[src/rtl/l_tally.sv]
// ============================================================================
// l_tally : counts L pulses per frame and hands totals off via valid/ready.
// Optional first_pos output under L_TALLY_FIRST_POS_EN.  Rev 1.0
// ============================================================================
`default_nettype none

module l_tally #(
    parameter int W  = 4,
    parameter int CW = 6
) (
    input  logic          clk,
    input  logic          reset_n,
    input  logic          restart,
    input  logic          L,
    input  logic          frame_end,
    output logic [W-1:0]  count_out,
    output logic          count_sat,
    output logic          count_valid,
    input  logic          count_ready,
`ifdef L_TALLY_FIRST_POS_EN
    output logic [CW-1:0] first_pos,
`endif
    output logic          overrun
);

    localparam logic [W-1:0] c_cnt_max = '1;

    typedef enum logic [0:0] {
        EMPTY = 1'b0,
        FULL  = 1'b1
    } state_t;

    state_t         state_q, state_d;
    logic [W-1:0]   cnt_q, cnt_d;
    logic           sat_q, sat_d;
    logic [W-1:0]   out_q;
    logic           osat_q;
    logic           ovr_q, ovr_d;
    logic           w_load;
    logic [W-1:0]   w_snap_cnt;
    logic           w_snap_sat;

    // The snapshot includes this cycle's L so a pulse coincident with
    // frame_end is credited to the frame that is ending.  sat means the true
    // total exceeded what the counter can hold.
    always_comb begin
        w_snap_cnt = cnt_q;
        w_snap_sat = sat_q;
        if (L) begin
            if (cnt_q == c_cnt_max) begin
                w_snap_sat = 1'b1;
            end else begin
                w_snap_cnt = cnt_q + 1'b1;
            end
        end
        cnt_d = w_snap_cnt;
        sat_d = w_snap_sat;
        if (restart || frame_end) begin
            cnt_d = '0;
            sat_d = 1'b0;
        end
    end

    always_comb begin
        state_d = state_q;
        ovr_d   = ovr_q;
        w_load  = 1'b0;
        if (restart) begin
            state_d = EMPTY;
            ovr_d   = 1'b0;
        end else begin
            case (state_q)
                EMPTY: begin
                    if (frame_end) begin
                        w_load  = 1'b1;
                        state_d = FULL;
                    end
                end
                FULL: begin
                    if (frame_end) begin
                        if (count_ready) begin
                            w_load = 1'b1;
                        end else begin
                            ovr_d = 1'b1;
                        end
                    end else if (count_ready) begin
                        state_d = EMPTY;
                    end
                end
                default: state_d = EMPTY;
            endcase
        end
    end

    always_ff @(posedge clk or negedge reset_n) begin
        if (!reset_n) begin
            state_q <= EMPTY;
            cnt_q   <= '0;
            sat_q   <= 1'b0;
            out_q   <= '0;
            osat_q  <= 1'b0;
            ovr_q   <= 1'b0;
        end else begin
            state_q <= state_d;
            cnt_q   <= cnt_d;
            sat_q   <= sat_d;
            ovr_q   <= ovr_d;
            if (w_load) begin
                out_q  <= w_snap_cnt;
                osat_q <= w_snap_sat;
            end
        end
    end

    assign count_out   = out_q;
    assign count_sat   = osat_q;
    assign count_valid = (state_q == FULL);
    assign overrun     = ovr_q;

`ifdef L_TALLY_FIRST_POS_EN
    localparam logic [CW-1:0] c_col_max = '1;

    logic [CW-1:0] col_q, col_d;
    logic [CW-1:0] fpos_q, fpos_d;
    logic          seen_q, seen_d;
    logic [CW-1:0] pos_out_q;
    logic [CW-1:0] w_snap_pos;

    always_comb begin
        col_d  = (col_q == c_col_max) ? col_q : col_q + 1'b1;
        fpos_d = fpos_q;
        seen_d = seen_q;
        if (L && !seen_q) begin
            fpos_d = col_q;
            seen_d = 1'b1;
        end
        // An empty frame reports the all-ones column index.
        w_snap_pos = seen_q ? fpos_q : (L ? col_q : c_col_max);
        if (restart || frame_end) begin
            col_d  = '0;
            fpos_d = '0;
            seen_d = 1'b0;
        end
    end

    always_ff @(posedge clk or negedge reset_n) begin
        if (!reset_n) begin
            col_q     <= '0;
            fpos_q    <= '0;
            seen_q    <= 1'b0;
            pos_out_q <= '0;
        end else begin
            col_q  <= col_d;
            fpos_q <= fpos_d;
            seen_q <= seen_d;
            if (w_load) begin
                pos_out_q <= w_snap_pos;
            end
        end
    end

    assign first_pos = pos_out_q;
`endif

endmodule

`default_nettype wire
[config.mk]
export PLATFORM = sky130hd
export DESIGN_NAME = l_tally
export DESIGN_NICKNAME = d
export VERILOG_FILES = /design/src/rtl/l_tally.sv
export SDC_FILE = /design/constraint.sdc
export NUM_CORES = 1
export LEC_CHECK = 0
export ABC_AREA = 1
export CELL_PAD_IN_SITES_DETAIL_PLACEMENT = 1
export CELL_PAD_IN_SITES_GLOBAL_PLACEMENT = 1
export CORE_MARGIN = 8
export CORE_UTILIZATION = 34
export CTS_BUF_LIST = sky130_fd_sc_hd__clkbuf_4 sky130_fd_sc_hd__clkbuf_8 sky130_fd_sc_hd__clkbuf_16
export CTS_CLUSTER_SIZE = 24
export DETAILED_ROUTE_END_ITERATION = 10
export PLACE_DENSITY = 0.8
export SYNTH_ARGS = -nofsm -noshare
export SYNTH_HDL_FRONTEND = slang
export SYNTH_SLANG_ARGS = --single-unit
export TNS_END_PERCENT = 5
[constraint.sdc]
create_clock -name clk -period 1.5 [get_ports clk]
set_input_delay 0.3 -clock clk [delete_from_list [all_inputs] [get_ports clk]]
set_output_delay 0.3 -clock clk [all_outputs]
set_load 0.005 [all_outputs]
==> reports/qor.txt <==
slew margin rel. -> 87.7%
min Tclk post-route -> 1.43 ns
initial antenna violation count -> 0
Synth Instances -> 67
post-route ant nets -> 0
CTS root buf -> sky130_fd_sc_hd__clkbuf_4
total power of the final layout -> 0.659 mW
CTS sink count -> 12
Die Y -> 57.5 µm
post-route cell area -> 758 µm²
Power Internal -> 0.496 mW
post-CTS setup-driven buffer insertion count -> 0
placed cell count -> 97
width of the die -> 57.5 µm
Initial Util -> 35.1%
CTS tree -> done
part of the power in registers -> 53.5%
Clock Path Buffers -> 2
status -> finished clean
Buf+Inv Stages, Crit Path -> 1
combinational group share of total power -> 17.3%
Die ar. -> 0.00331 mm²
number of top-level design ports -> 13
total congestion overflow after global routing -> 0
largest voltage drop on the vdd net -> 0.392 mV
Yosys warnings -> 0
endpoint class of the critical path -> output port
number of violations of the max-capacitance limit -> 0
placed cell area -> 736 µm²
Peak Freq -> 700 MHz
total wire length after detailed routing -> 1.29 mm
launching element type of the critical path -> register
Post-Layout Cell Count -> 100
Total Neg Setup Slack -> 0 ns
crit path DAT -> 1.13 ns
Critical Setup Path Class -> reg -> out
fin. max-slew vios -> 0
Pleak -> 0.364 nW
number of distinct library cell variants in the gate-level netlist after synthesis -> 18
Buffers on Ports -> 12
Least-Margin Pin Slew -> 0.183 ns
mean area per synthesized cell -> 8.76 µm²
net switching power figure -> 0.163 mW
number of failing setup endpoints in the final timing report -> 0
detailed placer's ending HPWL -> 1.07 mm
worst-skew pair later-pin latency -> 0.26 ns
violation count after the first detailed-routing iteration -> 0
cell area power density -> 869 mW/mm²
placement row count -> 15
number of hold buffers added after cts -> 0
part of the total power dissipated in the clock network -> 29.2%
pin count of the biggest net entering global routing -> 13
critical path data required time -> 1.20 ns
final weighted congestion in routability-driven placement -> 0.784
antenna diode instance count -> 0
maximum fanout encountered on the critical timing path -> 2
post-layout net count -> 92
Floorplan Core Area -> 0.00167 mm²
detailed-routing iteration count for the pre-antenna-repair pass -> 1
clock skew -> 0.00135 ns
via count of the first global-routing pass -> 541
Final Hold Fails -> 0
Largest delay share family, worst path -> buffers and inverters
unrepaired setup endpoints after global routing -> no
path type of the worst min-delay path -> in -> async
layout cell share with drive strength beyond 1 -> 16.9%
WHS -> 0.330 ns
first-pass GRT wire length -> 2.33 mm
DR vias -> 470
total global routing track utilization -> 9.19%
fraction of power spent switching nets -> 24.7%
relative area change from synthesis to final layout -> 29.2%
fill cell count -> 203
sequential fraction of the synthesis area -> 51.2%
final cycle utilization of the critical path -> 95.2%
maximum level of the CTS H-tree -> 1
Routed WL per cell -> 12.9 µm
number of flip-flops and latches in the synthesized netlist -> 12
drt drc -> 0
vias per inst -> 4.70
largest incremental delay on the critical path -> 0.51 ns
post-synthesis cell area -> 587 µm²
critical-path cell with the highest stage delay -> sky130_fd_sc_hd__clkdlybuf4s50_1
net count of the mapped netlist -> 74
cells resized by post-CTS repair -> 0
critical path cell sequence -> clkdlybuf4s50_1
CTS clk-pin slew, worst paths -> 0.07 ns
TritonCTS buffer count -> 3
-- synthesized netlist by cell type --
cell,n,area (µm²)
sky130_fd_sc_hd__a21oi_1,1,5.00
sky130_fd_sc_hd__and2_1,1,6.26
sky130_fd_sc_hd__clkinv_2,1,5.00
sky130_fd_sc_hd__dfrtp_1,12,300
sky130_fd_sc_hd__ha_1,1,12.5
sky130_fd_sc_hd__inv_1,8,30.0
sky130_fd_sc_hd__inv_2,3,11.3
sky130_fd_sc_hd__nand2_1,19,71.3
sky130_fd_sc_hd__nand2_4,1,11.3
sky130_fd_sc_hd__nand3_1,4,20.0
sky130_fd_sc_hd__nand3_2,1,10.0
sky130_fd_sc_hd__nand3b_1,1,7.51
sky130_fd_sc_hd__nor2_1,4,15.0
sky130_fd_sc_hd__nor2_4,1,11.3
sky130_fd_sc_hd__nor2_8,1,20.0
sky130_fd_sc_hd__o21a_1,1,7.51
sky130_fd_sc_hd__o21ai_1,5,25.0
sky130_fd_sc_hd__o21ai_2,2,17.5
-- sequential cells by signal, indices dropped and copies added, names as in the netlist --
register / flops
cnt_q: 4
count_out: 4
count_sat: 1
count_valid: 1
overrun: 1
sat_q: 1
-- per-layer routing --
metal  GRT usage, %  part of all wire (%)
met3           2.47                   3.5
met5              0                     0
met4           6.43                  0.77
met1           10.2                    45
met2           14.8                    51
-- cells in the final DEF (no fill, tap or decap) --
cell type and count:
sky130_fd_sc_hd__inv_2 3, sky130_fd_sc_hd__nand3_1 4, sky130_fd_sc_hd__nor2_8 1, sky130_fd_sc_hd__o21ai_1 5
sky130_fd_sc_hd__clkbuf_4 3, sky130_fd_sc_hd__nand2_4 1, sky130_fd_sc_hd__a21oi_1 1, sky130_fd_sc_hd__inv_1 8
sky130_fd_sc_hd__ha_1 1, sky130_fd_sc_hd__dfrtp_1 12, sky130_fd_sc_hd__nand3_2 1, sky130_fd_sc_hd__o21a_1 1
sky130_fd_sc_hd__nor2_4 1, sky130_fd_sc_hd__nand3b_1 1, sky130_fd_sc_hd__nand2_1 19, sky130_fd_sc_hd__clkinv_2 1
sky130_fd_sc_hd__and2_1 1, sky130_fd_sc_hd__buf_4 1, sky130_fd_sc_hd__nor2_1 4, sky130_fd_sc_hd__clkdlybuf4s50_1 12
sky130_fd_sc_hd__o21ai_2 2
-- logic make-up after synthesis --
group                      count (synthesis)  share of synthesized area, %
and+or+nand+nor                           33                          29.4
buffers and inverters                     12                          7.89
DFF                                       12                          51.2
AOI/OAI and AO/OA                          9                          9.38
adders and majority gates                  1                          2.13
-- metrics by stage --
stage          utilization [%]  setup WS (ns)
6_report                  45.4         0.0718
5_1_grt                   45.4         0.0230
4_1_cts                   45.4         0.0421
3_5_place_dp              44.0         0.0590
3_3_place_gp              44.0         0.0758
2_1_floorplan                -          0.395
-- cell type report --
| cell class | count | area (µm²) | area share (%) |
|---|---|---|---|
| multi-input combinational | 43 | 240 | 31.7 |
| tap | 17 | 21.3 | 2.81 |
| clock buffer | 3 | 22.5 | 2.97 |
| timing repair buffer | 13 | 128 | 16.8 |
| inverter | 12 | 46.3 | 6.11 |
| sequential | 12 | 300 | 39.6 |
-- final timing paths --
| path | start | end | slack, ns | depth (start not counted) |
|---|---|---|---|---|
| max | count_out[3] | count_out[3] | 0.07 | 1 |
| min in group clk | count_out[1] | count_out[1] | 0.49 | 2 |
| max reg2reg | cnt_q[0] | count_out[3] | 0.29 | 7 |
| min | reset_n | count_out[1] | 0.33 | 2 |
| min reg2reg | count_out[1] | count_out[1] | 0.49 | 2 |
| max in group asynchronous | reset_n | cnt_q[2] | 1.02 | 2 |
-- power groups by stage --
stage	sequential (mW)	combinational (mW)	clock [mW]
floorplan	0.360	0.0471	0
global placement	0.358	0.115	0
detailed placement	0.359	0.117	0
CTS	0.353	0.117	0.205
global route	0.355	0.128	0.215
finish	0.352	0.114	0.192
(Power assumes the default switching activity.)
